--- config.mk ---
export PLATFORM = sky130hd
export DESIGN_NAME = weight_sparse_dec
export DESIGN_NICKNAME = d
export VERILOG_FILES = /design/src/rtl/weight_sparse_dec_pkg.sv /design/src/rtl/weight_sparse_dec_idx_cnt.sv /design/src/rtl/weight_sparse_dec.sv
export SDC_FILE = /design/constraint.sdc
export NUM_CORES = 1
export LEC_CHECK = 0
export ABC_AREA = 1
export BUFFER_PORTS_ARGS = -buffer_cell sky130_fd_sc_hd__clkbuf_2
export CAP_MARGIN = 20
export CELL_PAD_IN_SITES_DETAIL_PLACEMENT = 1
export CELL_PAD_IN_SITES_GLOBAL_PLACEMENT = 1
export CORE_UTILIZATION = 31
export CTS_BUF_LIST = sky130_fd_sc_hd__clkbuf_16
export DETAILED_ROUTE_END_ITERATION = 8
export GPL_ROUTABILITY_DRIVEN = 0
export GPL_TIMING_DRIVEN = 0
export PLACE_DENSITY = 0.84
export SYNTH_ARGS = -nofsm -noshare
export SYNTH_HDL_FRONTEND = slang
export SYNTH_SLANG_ARGS = --single-unit
--- constraint.sdc ---
create_clock -name sys_clk -period 1.27 [get_ports sys_clk]
set_clock_uncertainty 0.1 [all_clocks]
set_input_delay 0.1905 -clock sys_clk [delete_from_list [all_inputs] [get_ports sys_clk]]
set_output_delay 0.1905 -clock sys_clk [all_outputs]
set_load 0.005 [all_outputs]
--- src/rtl/weight_sparse_dec_pkg.sv ---
// Shared widths and FSM encoding for the sparse weight decoder path.
package weight_sparse_dec_pkg;

    localparam int unsigned DEF_DW  = 8;
    localparam int unsigned DEF_COL = 8;
    localparam int unsigned DEF_IW  = 3;

    typedef enum logic {
        ST_IDLE   = 1'b0,
        ST_EXPAND = 1'b1
    } state_t;

endpackage

--- src/rtl/weight_sparse_dec_idx_cnt.sv ---
// Element index counter within a column, with clear, increment and last-position flag.
module weight_sparse_dec_idx_cnt #(
    parameter int unsigned IW  = 3,
    parameter int unsigned COL = 8
) (
    input  logic          sys_clk,
    input  logic          sys_rst,
    input  logic          sys_en,
    input  logic          clr,
    input  logic          inc,
    output logic [IW-1:0] idx,
    output logic          last
);

    always_ff @(posedge sys_clk) begin
        if (sys_rst) begin
            idx <= '0;
        end else if (sys_en) begin
            if (clr) begin
                idx <= '0;
            end else if (inc) begin
                idx <= idx + IW'(1);
            end
        end
    end

    assign last = (idx == IW'(COL - 1));

endmodule

--- src/rtl/weight_sparse_dec.sv ---
// Rebuilds dense weight columns from a zero bitmap plus a packed stream of non-zero elements.
module weight_sparse_dec
    import weight_sparse_dec_pkg::*;
#(
    parameter int unsigned DW  = DEF_DW,
    parameter int unsigned COL = DEF_COL,
    parameter int unsigned IW  = DEF_IW
) (
    input  logic           sys_clk,
    input  logic           sys_rst,
    input  logic           sys_en,
    input  logic           map_valid,
    output logic           map_ready,
    input  logic [COL-1:0] map_in,
    input  logic           nz_valid,
    output logic           nz_ready,
    input  logic [DW-1:0]  nz_data,
    output logic           out_valid,
    input  logic           out_ready,
    output logic [DW-1:0]  out_data,
    output logic           out_zero,
    output logic [IW-1:0]  out_idx,
    output logic           out_last,
    output logic           col_sparse
);

    state_t         state;
    logic [COL-1:0] map_reg;
    logic [IW-1:0]  idx;
    logic           idx_last;
    logic           slot_free;
    logic           step;
    logic           cur_zero;
    logic           load;
    logic           map_acc;

    weight_sparse_dec_idx_cnt #(
        .IW  (IW),
        .COL (COL)
    ) u_idx_cnt (
        .sys_clk (sys_clk),
        .sys_rst (sys_rst),
        .sys_en  (sys_en),
        .clr     (map_acc),
        .inc     (load),
        .idx     (idx),
        .last    (idx_last)
    );

    // Handshakes are suppressed during reset so a reset cycle consumes nothing.
    assign slot_free = !out_valid || out_ready;
    assign cur_zero  = map_reg[idx];
    assign step      = !sys_rst && sys_en && (state == ST_EXPAND) && slot_free;
    assign nz_ready  = step && !cur_zero && nz_valid;
    assign load      = step && (cur_zero || nz_valid);
    assign map_ready = !sys_rst && sys_en && (state == ST_IDLE);
    assign map_acc   = map_valid && map_ready;

    always_ff @(posedge sys_clk) begin
        if (sys_rst) begin
            state      <= ST_IDLE;
            map_reg    <= '0;
            out_valid  <= 1'b0;
            out_data   <= '0;
            out_zero   <= 1'b0;
            out_idx    <= '0;
            out_last   <= 1'b0;
            col_sparse <= 1'b0;
        end else if (sys_en) begin
            if (map_acc) begin
                state      <= ST_EXPAND;
                map_reg    <= map_in;
                col_sparse <= &map_in;
            end
            if (load) begin
                out_valid <= 1'b1;
                out_data  <= cur_zero ? '0 : nz_data;
                out_zero  <= cur_zero;
                out_idx   <= idx;
                out_last  <= idx_last;
                if (idx_last) begin
                    state <= ST_IDLE;
                end
            end else if (slot_free) begin
                out_valid <= 1'b0;
            end
        end
    end

endmodule
==> results by group <==
Floorplan
  – DIE AREA: 4028 um^2
  – Std-Cell Rows: 21
  – Die width: 63.47 um
  – Starting Density: 0.3377
  – Die Span Y: between 60 and 70 um
  – Core area: roughly 3500 um^2
  – Io pins: 39

Clock tree
  – Htree depth: 1
  – Clock Tree Buf Depth: 2
  – Cts bufs inserted: 3
  – Clock transition at path regs: 0.07 ns
  – Hold-fix buffers, CTS: 0
  – CTS root buf: clkbuf_16
  – CTS tree: built
  – Clock Sink Count: 27
  – Clk_lat worst skew: roughly 0.27 ns

Timing
  – Fin crit period: about 1.6 ns
  – RSZ-0062 raised after global routing: yes
  – Slew @ Worst Pin: 0.7424 ns
  – Fin crit share: 1.247
  – Slew HR: 0.5050
  – Final worst slack: -0.3137 ns
  – Pins Over Slew Limit: 0
  – Final hold viol count: 0
  – Max Freq: ~630 MHz
  – Final setup viols: 27

Critical path
  – Cell with the largest stage delay on the worst path: dfxtp_2
  – CP startpoint kind: flip-flop
  – Max FO, Critical Path: 2
  – Critical Path AT: 1.29 ns
  – Cell family with most CP delay: flip-flops
  – Critical path data required time: about 0.98 ns
  – Buf/Inv on CP: 3
  – Critical path type: reg2out
  – Crit-path cells: inv_2, nor3_4, nand2_4, buf_6, a21oi_2, clkbuf_2
  – Crit-path max cell delay: 0.34 ns
  – Worst setup EP type: output pin

Synthesis
  – Post-synth design cell area: approximately 1200 um^2
  – Top post-synthesis cells by area: dfxtp_1, nand3_1, a21oi_1
  – Synthesized instance count: between 150 and 200
  – Cell variety after synth: 17
  – Synth warnings: 0
  – Top cell type's share of synthesized area: 0.4615
  – Yosys reg bits: 27
  – Cell taking the most area after synthesis: dfxtp_1
  – Syn_nets: approximately 180
  – Synth Area per Inst: around 7.5 um^2
  – Share of the yosys chip area belonging to registers: 0.4615

Routing
  – Post-Route WL: 5.011 mm
  – 1st-pass router iterations: 4
  – Final ANT Viol Nets: 0
  – Routed len/inst: between 15 and 20 um
  – Via density: slightly above 5
  – DRC errors left: 0
  – DRT iter0 DRCs: 60
  – Via count: ~1,400

GRT
  – Total gr overflow: 0
  – Number of global-route vias before repair: 1,457
  – Largest net degree at the start of global routing: 15
  – First-pass GRT wire length: ~7.2 mm
  – GRT Overall Usage: 0.2332
  – Initial antenna violation count: 0

Run
  – Max Cap Viol: 0

Place
  – Port buffer count: 38
  – Placed instance count: roughly 240
  – HPWL Detailed: between 2 and 2.5 mm
  – Post-DP Area: around 1400 um^2

Final layout
  – Nets: 240
  – Non-Filler Instances: ~260
  – Most frequent cells in the layout: clkbuf_2, dfxtp_1, inv_1, a21oi_2
  – Area Growth Syn to Fin: 73.40%
  – Commonest non-fill, non-tap cell in the layout: clkbuf_2
  – Layout cell share with drive strength beyond 1: 0.6419
  – Antenna cells: 0
  – Fin area: a little over 2000 um^2
  – Fillers: around 420

Run status
  – Status: finished, violations left
  – Violated checks: negative setup slack

Pwr
  – Maximum vdd drop: about 0.0014 V
  – Pwr dens: about 950 nW/um^2
  – Tot Pwr: between 1.5 and 2 mW
  – Leakage: 0.8428 nW

Hold path
  – Worst hold path class: in2reg
-- repair_timing --
item	CTS	global route
endpoints found under the setup margin	24	29
pin swaps	7	9
setup buffers	10	3
cloned	2	1
gates resized for setup	55	53
-- through the flow --
step                      setup TNS [ns]  worst slack [ns]    util  hold WS [ns]
final                             -5.580           -0.3137  0.5855       0.07898
after global routing              -6.815           -0.3687  0.5855       0.09132
after CTS                         -4.058           -0.3043  0.5263       0.05825
after detailed placement          -5.642           -0.3762  0.4134        0.3241
after global placement            -4.854           -0.3633  0.4134        0.3233
after floorplan                -0.006541         -0.006541       -        0.2032
-- power by group --
| part | switching [mW] | total, mW | internal, mW |
|---|---|---|---|
| Clock | 0.328 | 0.751 | 0.424 |
| Sequential | 0.0146 | 0.880 | 0.865 |
| Combinational | 0.182 | 0.308 | 0.127 |
-- final cells by class --
type                    count  area [um^2]  share of cell area
multi-input cells         105        873.3              0.4301
flip-flops and latches     27        551.8              0.2717
inverters                  21        88.84             0.04375
plain buffers               5        41.29             0.02033
clock inverters             1        3.754            0.001848
clock buffers               3        75.07             0.03697
repair buffers             53        339.1              0.1670
well taps                  46        57.56             0.02834
-- routing by layer --
layer  routed length, um  track usage  share of wire  vias up
li1                    -            -              -      640
met1                2179       0.2819           0.43      673
met2                2596       0.3989           0.52       34
met3                 162      0.02899          0.032        7
met4                  73       0.1222          0.015        0
met5                   0            0              0        -
-- worst min-delay path, cell delays in order --
cell and delay [ns]:
clkbuf_2 0.08, nand3_1 0.08, a21oi_2 0.05
-- cells by family after synthesis --
group / count (synthesis) / share of synthesized area
fa+ha+maj: 2 / 0.02136
compound gates: 31 / 0.1346
flops: 27 / 0.4615
buf+inv: 26 / 0.08868
simple gates: 71 / 0.2938
-- synthesized netlist by cell type --
library cell,count
a21oi_1,19
ha_1,2
buf_2,2
clkbuf_1,2
nand3_1,25
o31ai_1,1
nor2_1,11
nand4_1,2
nand3_2,3
inv_2,3
nand2_2,4
o21ai_0,11
buf_4,1
nor3_4,1
dfxtp_1,27
nand2_1,25
inv_1,18
-- worst paths after layout --
path	from	endpoint	slack (ns)	cells past startpoint
hold reg to reg	out_data[0]	out_data[0]	0.38	2
setup / recovery	state	nz_ready	-0.31	6
setup reg to reg	u_idx_cnt.idx[0]	out_data[1]	-0.30	9
hold / removal	nz_data[0]	out_data[0]	0.08	3
Power figures use the tool's default switching activity.
